==> src/rtl/fetch_queue_unit.sv <==
// fetch_queue_unit
// Instruction-fetch stage that keeps several in-order instruction-memory
// requests in flight and buffers the returned instructions in a small queue
// for decode. A PC redirect squashes everything queued and marks every
// in-flight fetch for discard. The retire-order tag is assigned only when
// decode accepts an instruction, so squashed fetches never use up a tag.
//
// Ports:
//   clk_i            rising-edge clock
//   rst_ni           asynchronous active-low reset
//   stop_fetch_i     inhibit new imem requests (in-flight ones still complete)
//   redirect_valid_i squash and restart fetch at redirect_pc_i
//   redirect_pc_i    new fetch PC, 4-byte aligned
//   imem_req_o       request issued this cycle
//   imem_addr_o      request address (current fetch PC)
//   imem_rmask_o     4'hF while requesting, else 4'h0
//   imem_resp_i      in-order response strobe
//   imem_rdata_i     response instruction
//   dq_valid_o       queue head valid
//   dq_ready_i       decode accepts head
//   dq_pc_o          head PC
//   dq_pc_next_o     head PC + 4
//   dq_inst_o        head instruction
//   dq_order_o       retire-order tag of the head
module fetch_queue_unit #(
  parameter logic [31:0] RESET_PC        = 32'h1eceb000,
  parameter int unsigned FQ_DEPTH        = 4,
  parameter int unsigned MAX_OUTSTANDING = 2
) (
  input  logic        clk_i,
  input  logic        rst_ni,
  input  logic        stop_fetch_i,
  input  logic        redirect_valid_i,
  input  logic [31:0] redirect_pc_i,
  output logic        imem_req_o,
  output logic [31:0] imem_addr_o,
  output logic [3:0]  imem_rmask_o,
  input  logic        imem_resp_i,
  input  logic [31:0] imem_rdata_i,
  output logic        dq_valid_o,
  input  logic        dq_ready_i,
  output logic [31:0] dq_pc_o,
  output logic [31:0] dq_pc_next_o,
  output logic [31:0] dq_inst_o,
  output logic [63:0] dq_order_o
);

  localparam int unsigned QAW = (FQ_DEPTH > 1) ? $clog2(FQ_DEPTH) : 1;
  localparam int unsigned TAW = (MAX_OUTSTANDING > 1) ? $clog2(MAX_OUTSTANDING) : 1;
  localparam int unsigned CW  = $clog2(FQ_DEPTH + 1);

  localparam logic [CW-1:0]  DEPTH_C  = CW'(FQ_DEPTH);
  localparam logic [CW-1:0]  MAXOUT_C = CW'(MAX_OUTSTANDING);
  localparam logic [CW-1:0]  ONE_C    = CW'(1);
  localparam logic [TAW-1:0] TR_LAST  = TAW'(MAX_OUTSTANDING - 1);

  logic [31:0]    pc_q, pc_d;
  logic [63:0]    order_q, order_d;
  logic [CW-1:0]  count_q, count_d;
  logic [CW-1:0]  out_q, out_d;
  logic [CW-1:0]  discard_q, discard_d;
  logic [QAW-1:0] head_q, head_d;
  logic [QAW-1:0] tail_q, tail_d;
  logic [TAW-1:0] tr_rd_q, tr_rd_d;
  logic [TAW-1:0] tr_wr_q, tr_wr_d;

  logic [31:0] q_pc_q   [FQ_DEPTH];
  logic [31:0] q_inst_q [FQ_DEPTH];
  logic [31:0] tr_pc_q  [MAX_OUTSTANDING];

  logic issue, enq, deq;

  // Credit rule: in-flight requests plus queued entries never exceed the
  // queue depth, so every response always has a slot waiting for it.
  // Gated by reset so the request line drops the moment reset asserts.
  assign issue = rst_ni && !stop_fetch_i && !redirect_valid_i &&
                 (out_q < MAXOUT_C) &&
                 (({1'b0, out_q} + {1'b0, count_q}) < {1'b0, DEPTH_C});

  // A response is kept only when no squashed fetches are still draining and
  // no redirect is happening in the same cycle.
  assign enq = imem_resp_i && !redirect_valid_i && (discard_q == '0);
  assign deq = (count_q != '0) && dq_ready_i;

  assign imem_req_o   = issue;
  assign imem_addr_o  = pc_q;
  assign imem_rmask_o = issue ? 4'hF : 4'h0;

  assign dq_valid_o   = (count_q != '0);
  assign dq_pc_o      = q_pc_q[head_q];
  assign dq_pc_next_o = q_pc_q[head_q] + 32'd4;
  assign dq_inst_o    = q_inst_q[head_q];
  assign dq_order_o   = order_q;

  // Next-state logic. The PC tracker keeps popping on every response even
  // after a redirect so it stays aligned with the in-order memory replies.
  always_comb begin
    pc_d      = pc_q;
    order_d   = order_q;
    count_d   = count_q + (enq ? ONE_C : '0) - (deq ? ONE_C : '0);
    out_d     = out_q + (issue ? ONE_C : '0) - (imem_resp_i ? ONE_C : '0);
    discard_d = discard_q;
    head_d    = head_q;
    tail_d    = tail_q;
    tr_rd_d   = tr_rd_q;
    tr_wr_d   = tr_wr_q;

    if (issue) begin
      pc_d    = pc_q + 32'd4;
      tr_wr_d = (tr_wr_q == TR_LAST) ? '0 : tr_wr_q + TAW'(1);
    end
    if (imem_resp_i) begin
      tr_rd_d = (tr_rd_q == TR_LAST) ? '0 : tr_rd_q + TAW'(1);
    end
    if (deq) begin
      order_d = order_q + 64'd1;
      head_d  = head_q + QAW'(1);
    end
    if (enq) begin
      tail_d = tail_q + QAW'(1);
    end

    // Everything still in flight after this cycle belongs to the old path.
    if (redirect_valid_i) begin
      pc_d      = redirect_pc_i;
      count_d   = '0;
      head_d    = '0;
      tail_d    = '0;
      discard_d = out_q - (imem_resp_i ? ONE_C : '0);
    end else if (imem_resp_i && (discard_q != '0)) begin
      discard_d = discard_q - ONE_C;
    end
  end

  // Control state, cleared asynchronously.
  always_ff @(posedge clk_i or negedge rst_ni) begin
    if (!rst_ni) begin
      pc_q      <= RESET_PC;
      order_q   <= '0;
      count_q   <= '0;
      out_q     <= '0;
      discard_q <= '0;
      head_q    <= '0;
      tail_q    <= '0;
      tr_rd_q   <= '0;
      tr_wr_q   <= '0;
    end else begin
      pc_q      <= pc_d;
      order_q   <= order_d;
      count_q   <= count_d;
      out_q     <= out_d;
      discard_q <= discard_d;
      head_q    <= head_d;
      tail_q    <= tail_d;
      tr_rd_q   <= tr_rd_d;
      tr_wr_q   <= tr_wr_d;
    end
  end

  // Data storage needs no reset; validity is tracked by the counters above.
  always_ff @(posedge clk_i) begin
    if (issue) begin
      tr_pc_q[tr_wr_q] <= pc_q;
    end
    if (enq) begin
      q_pc_q[tail_q]   <= tr_pc_q[tr_rd_q];
      q_inst_q[tail_q] <= imem_rdata_i;
    end
  end

  // A response with nothing outstanding means the memory side is broken.
  assert property (@(posedge clk_i) disable iff (!rst_ni)
                   imem_resp_i |-> (out_q != '0));

endmodule

==> config.mk <==
export PLATFORM = sky130hd
export DESIGN_NAME = fetch_queue_unit
export DESIGN_NICKNAME = d
export VERILOG_FILES = /design/src/rtl/fetch_queue_unit.sv
export SDC_FILE = /design/constraint.sdc
export NUM_CORES = 1
export LEC_CHECK = 0
export CAP_MARGIN = 20
export CORE_MARGIN = 8
export CORE_UTILIZATION = 40
export CTS_CLUSTER_SIZE = 16
export DETAILED_ROUTE_END_ITERATION = 6
export RECOVER_POWER = 100
export SETUP_SLACK_MARGIN = 0.15
export SYNTH_ARGS = -nofsm -noshare
export SYNTH_HDL_FRONTEND = slang
export SYNTH_SLANG_ARGS = --single-unit
==> constraint.sdc <==
create_clock -name clk_i -period 3.6 [get_ports clk_i]
set_input_delay 0.54 -clock clk_i [delete_from_list [all_inputs] [get_ports clk_i]]
set_output_delay 0.54 -clock clk_i [all_outputs]
set_load 0.05 [all_outputs]
## Word-level counts from Yosys, hierarchy flattened

Memories as Yosys holds them, arrays and structs flattened.
Index checks and enable logic that the tools add are counted.
W data, S select, Z words.

| cells by class | value |
|---|---|
| reductions and logical operators | 17 |
| $add $sub $neg | 14 |
| $lt $le $gt $ge | 2 |
| muxes and demuxes | 20 |

Operators with widths:

| operator | count |
|---|---|
| $add A32 B3 Y32 const B | 2 |
| $add A64 B1 Y64 const B | 1 |
| $mux W32 | 2 |
| $mux W1 | 10 |
| $mux W3 | 3 |
| $logic_and A1 B1 Y1 | 8 |
| $mux W2 | 4 |
| $reduce_bool A2 Y1 | 4 |
| $add A3 B1 Y3 | 2 |
| $reduce_bool A3 Y1 | 2 |
| $sub A3 B1 Y3 | 2 |
| $add A2 B1 Y2 const B | 2 |
| $add A3 B3 Y4 | 1 |
| $lt A4 B3 Y1 const B | 1 |
| $mux W4 | 1 |
| $logic_not A3 Y1 | 1 |
| $lt A3 B2 Y1 const B | 1 |
| $sub A3 B1 Y3 const B | 1 |
| $sub A3 B3 Y3 | 1 |
| $add A1 B1 Y1 const B | 2 |
| $logic_not A1 Y1 | 2 |

| storage, ports and cells | value |
|---|---|
| register bits after elaboration | 111 |
| memories | 3 |
| output and inout port bits | 198 |
| memory bits (writable) | 320 |
| input port bits | 70 |
| word-level logic and storage cells | 65 |

Memories:

| memory | depth | bits a word | read ports | clocked after Yosys merged registers in | wr ports | line | source |
|---|---|---|---|---|---|---|---|
| q_inst_q | 4 | 32 | 1 | 0 | 1 | 68 | `logic [31:0] q_inst_q [FQ_DEPTH];` |
| q_pc_q | 4 | 32 | 1 | 0 | 1 | 67 | `logic [31:0] q_pc_q [FQ_DEPTH];` |
| tr_pc_q | 2 | 32 | 1 | 0 | 1 | 69 | `logic [31:0] tr_pc_q [MAX_OUTSTANDING];` |

## Logic depth before layout (Yosys ltp)

| logic depth | value |
|---|---|
| depth in word-level cells | 8 |
| gate-level depth with buffers | 13 |
| mapped depth without buffers | 13 |

## Worst setup path before layout

Ideal clock, no wire load.

| timing path | value |
|---|---|
| path kind | reg2out |
| start point | register head_q[0] |
| end point | output port dq_pc_next_o[22] |
| stages on the path, launching flop included | 11 |
| slack | -0.074 ns |
| data required time | 3.060 ns |
| arrival time | 3.134 ns |
| path through | dfrtp_1 -> buf_4 -> buf_8 -> buf_8 -> mux4_1 -> ha_1 -> nand3_1 -> nor4_4 -> nand3_2 -> nor2_1 -> xor2_1 |

| between the ends | value |
|---|---|
| word-level cells in the longest chain between the ends | 2 |

RTL lines:

| item | line | source |
|---|---|---|
| start: declaration | 62 | `logic [QAW-1:0] head_q, head_d;` |
| start signal: assignment | 143 | `head_q <= '0;` |
| start signal: assignment | 153 | `head_q <= head_d;` |
| $mem_v2 Z4 W32 | -- |  |
| net dq_pc_o[3] | 42 | `output logic [31:0] dq_pc_o,` |
| $add A32 B3 Y32 | 91 | `assign dq_pc_next_o = q_pc_q[head_q] + 32'd4;` |
| end: declaration | 43 | `output logic [31:0] dq_pc_next_o,` |

The timed path passes the listed nets, and every way through them passes these cells.

## Worst setup path after layout

| timing path | value |
|---|---|
| start point | register head_q[0] |
| end point | output port dq_pc_next_o[15] |

| between the ends | value |
|---|---|
| word-level cells in the longest chain between the ends | 2 |

RTL lines:

| item | line |
|---|---|
| $mem_v2 Z4 W32 | -- |
| $add A32 B3 Y32 | 91 |

No other way between the ends.

==> impl_metrics.py <==
metrics = {
    "run_status": {
        "status": "finished with violations",
        "violations": "capacitance limit, slew limit",
    },
    "placed_design": {
        "port_buffers": 267,
        "finalWeightedCongestion": 0.8016,
        "post_dp_cell_area_mm2": 0.02177,
        "dp_hpwl_mm": 28.85,
    },
    "sta": {
        "rsz0062_at_grt": "true",
        "slew_viol_final": 122,
        "finalHoldViolCount": 0,
        "max_clock_freq_mhz": 281.0,
        "slew_headroom": -0.2411,
        "period_needed_ns": 3.559,
        "worstMarginPinSlew_ns": 1.862,
        "period_share": 0.9886,
        "final.setup_skew_ns": 0.02222,
        "whs_ns": 0.2922,
        "finalSetupViolCount": 0,
    },
    "grt": {
        "grt_pass1_wl_mm": 66.07,
        "antenna_found_initial": 4,
        "grt_overflow": 0,
        "grt_max_degree": 112,
        "grt.total_usage": 0.1678,
        "grt_pass1_vias": 10820,
    },
    "yosys": {
        "synth.mux.area_fraction": 0.1059,
        "synthTopCellsByArea": "edfxtp_1, dfrtp_1, mux4_2",
        "yosysMostFrequentCell": "edfxtp_1",
        "async_flop_share": 0.2575,
        "synth_common_cells": "edfxtp_1, dfrtp_1, nand2_1",
        "seq_area_frac_synth": 0.6969,
        "netlist_instances": 1080,
        "avgSynthCellArea_um2": 16.48,
        "synth_ff_type": "edfxtp_1",
        "synth_seq_cells": 431,
        "synth_xor_xnor_area_share": 0.05217,
        "synth_top_family_by_area": "multiplexers",
        "synth_cell_types": 54,
        "yosysWarnings": 0,
        "synth-edff-count": 320,
        "synth_compound_area_frac": 0.02643,
        "synth_top_cell_by_area": "edfxtp_1",
        "synth_top_area_share": 0.5399,
        "synth_area_mm2": 0.01780,
        "synth_fa_ha_area_frac": 0.01490,
        "yosys.area_share.simple": 0.08535,
        "syn_nets": 1170,
    },
    "pwr": {
        "power.density_mw_per_mm2": 669.1,
        "leakage_nw": 8.643,
        "peakVddDrop_mv": 0.2944,
    },
    "clock_network": {
        "cts_buffer_depth": 3,
        "clkLatencyLatePin_ns": 0.57,
        "cts_buffers": 45,
        "clk_pin_slew_ns": 0.06,
        "h-tree-depth": 2,
        "cts_tree": "yes",
        "clock-sinks": 431,
        "clockRootBuffer": "clkbuf_16",
    },
    "critical_path": {
        "worstPathMaxFanout": 7,
        "crit_type": "flop to primary output",
        "critPathLaunchType": "flop",
        "cp.arrival_ns": 3.02,
        "cp-end-kind": "primary output",
        "critical_path_required_ns": 3.06,
    },
    "drt": {
        "wire_per_inst_um": 21.39,
        "firstDrtPassIters": 5,
        "ant_nets": 0,
        "route.detailed.drc": 0,
        "wl_mm": 43.57,
        "viasPerCell": 5.111,
        "initialDrtViolationCount": 626,
        "vias": 10410,
    },
    "cells_and_area": {
        "area_growth_pct": 31.17,
        "layout.nets": 1498,
        "drive_above_1_share": 0.1787,
        "design_area_mm2": 0.02334,
    },
    "die": {
        "start_util": 0.4042,
        "core_area_mm2": 0.04403,
        "die_h_um": 226.9,
        "rows": 77,
        "dieArea_mm2": 0.05150,
        "die_w_um": 226.9,
        "io_pins": 268,
    },
    "hold_path": {
        "hold_path.class": "input port to asynchronous set/reset pin",
    },
    "flow_run": {
        "max-cap-violations": 4,
    },
}
## sequential cells by signal, summed over array words and instances (netlist names)
name	cells
q_inst_q	128
q_pc_q	128
dq_order_o	64
tr_pc_q	64
imem_addr_o	32
count_q	3
discard_q	3
out_q	3
head_q	2
tail_q	2
tr_rd_q	1
tr_wr_q	1
## layout make-up
class,count,area (um2)
antenna,1,2.502
clock inverter,16,132.6
sequential,431,12410
multi-input combinational,580,5331
inverter,29,108.9
fill,3655,20680
tap,592,740.7
timing repair buffer,321,3307
clock buffer,67,1311
## cells by family after synthesis
logic type | after synthesis
flip-flops | 431
AND/OR/NAND/NOR | 282
XOR/XNOR | 106
multiplexers | 101
AO/OA/AOI/OAI | 71
buffers and inverters | 69
adder cells (fa/ha/maj) | 20
## placed cells by master, fill, tap and decap left out, drive strengths merged, types with 46 or more instances in the layout
cell type	instances
xor2	46
clkbuf	94
dlygate4sd3	168
nand3	51
dfrtp	99
xnor2	60
nor2	57
nand2	69
edfxtp	320
mux4	64
buf	60
## per-layer routing
metal,routed length [um],up-vias,global-route usage,part of all wire
met5,35,-,0,0.00080
met2,20720,326,0.2736,0.48
li1,-,4782,-,-
met4,749,6,0.03622,0.017
met3,3780,62,0.05488,0.087
met1,18290,5236,0.2185,0.42
## power breakdown
part / leakage, nW / total, W / switching (W) / internal [W]
logic: 3.62 / 0.00511 / 0.00323 / 0.00188
registers: 4.31 / 0.00599 / 0.000268 / 0.00573
clock network: 0.712 / 0.00452 / 0.00186 / 0.00266
total: 8.64 / 0.0156 / 0.00536 / 0.0103
## metrics by stage
step,setup slack [ns],cells,utilization,setup TNS (ns),power (W)
6_report,0.04116,2037,0.5302,0,0.01562
5_1_grt,-0.1241,2037,0.5302,-5.665,0.01626
3_3_place_gp,0.1139,1925,0.4942,0,0.01135
2_1_floorplan,0.1196,1080,-,0,0.009424
4_1_cts,0.02156,2031,0.5364,0,0.01620
3_5_place_dp,0.04682,1926,0.4945,0,0.01139
## final timing paths
| path | start | endpoint | slack, ns | cells past startpoint |
|---|---|---|---|---|
| max in group asynchronous | rst_ni | head_q[0] | 2.76 | 2 |
| min in group clk_i | redirect_valid_i | imem_addr_o[0] | 0.33 | 2 |
| setup reg to reg | out_q[1] | imem_addr_o[4] | 0.16 | 8 |
| hold / removal | rst_ni | dq_order_o[7] | 0.29 | 2 |
| hold reg to reg | dq_order_o[46] | dq_order_o[46] | 0.48 | 1 |
| setup / recovery | head_q[0] | dq_pc_next_o[15] | 0.04 | 11 |
## timing repair
item / 4_1_cts / 5_1_grt
gates resized for setup: 65 / 7
buffers inserted: 20 / 5
hold buffers: 0 / 0
cloned: 2 / 0
pin swaps: 19 / 13
setup endpoints to repair: 76 / 24
## critical path, stage by stage (launching register included)
cell and delay [ns]:
dfrtp_4 0.53, buf_12 0.17, buf_8 0.13, mux4_2 0.35, nand4_1 0.22, nor2_2 0.18, buf_4 0.14, nand3_4 0.13
buf_4 0.18, buf_6 0.11, xnor2_4 0.15, buf_12 0.16
(Power assumes the default switching activity.)
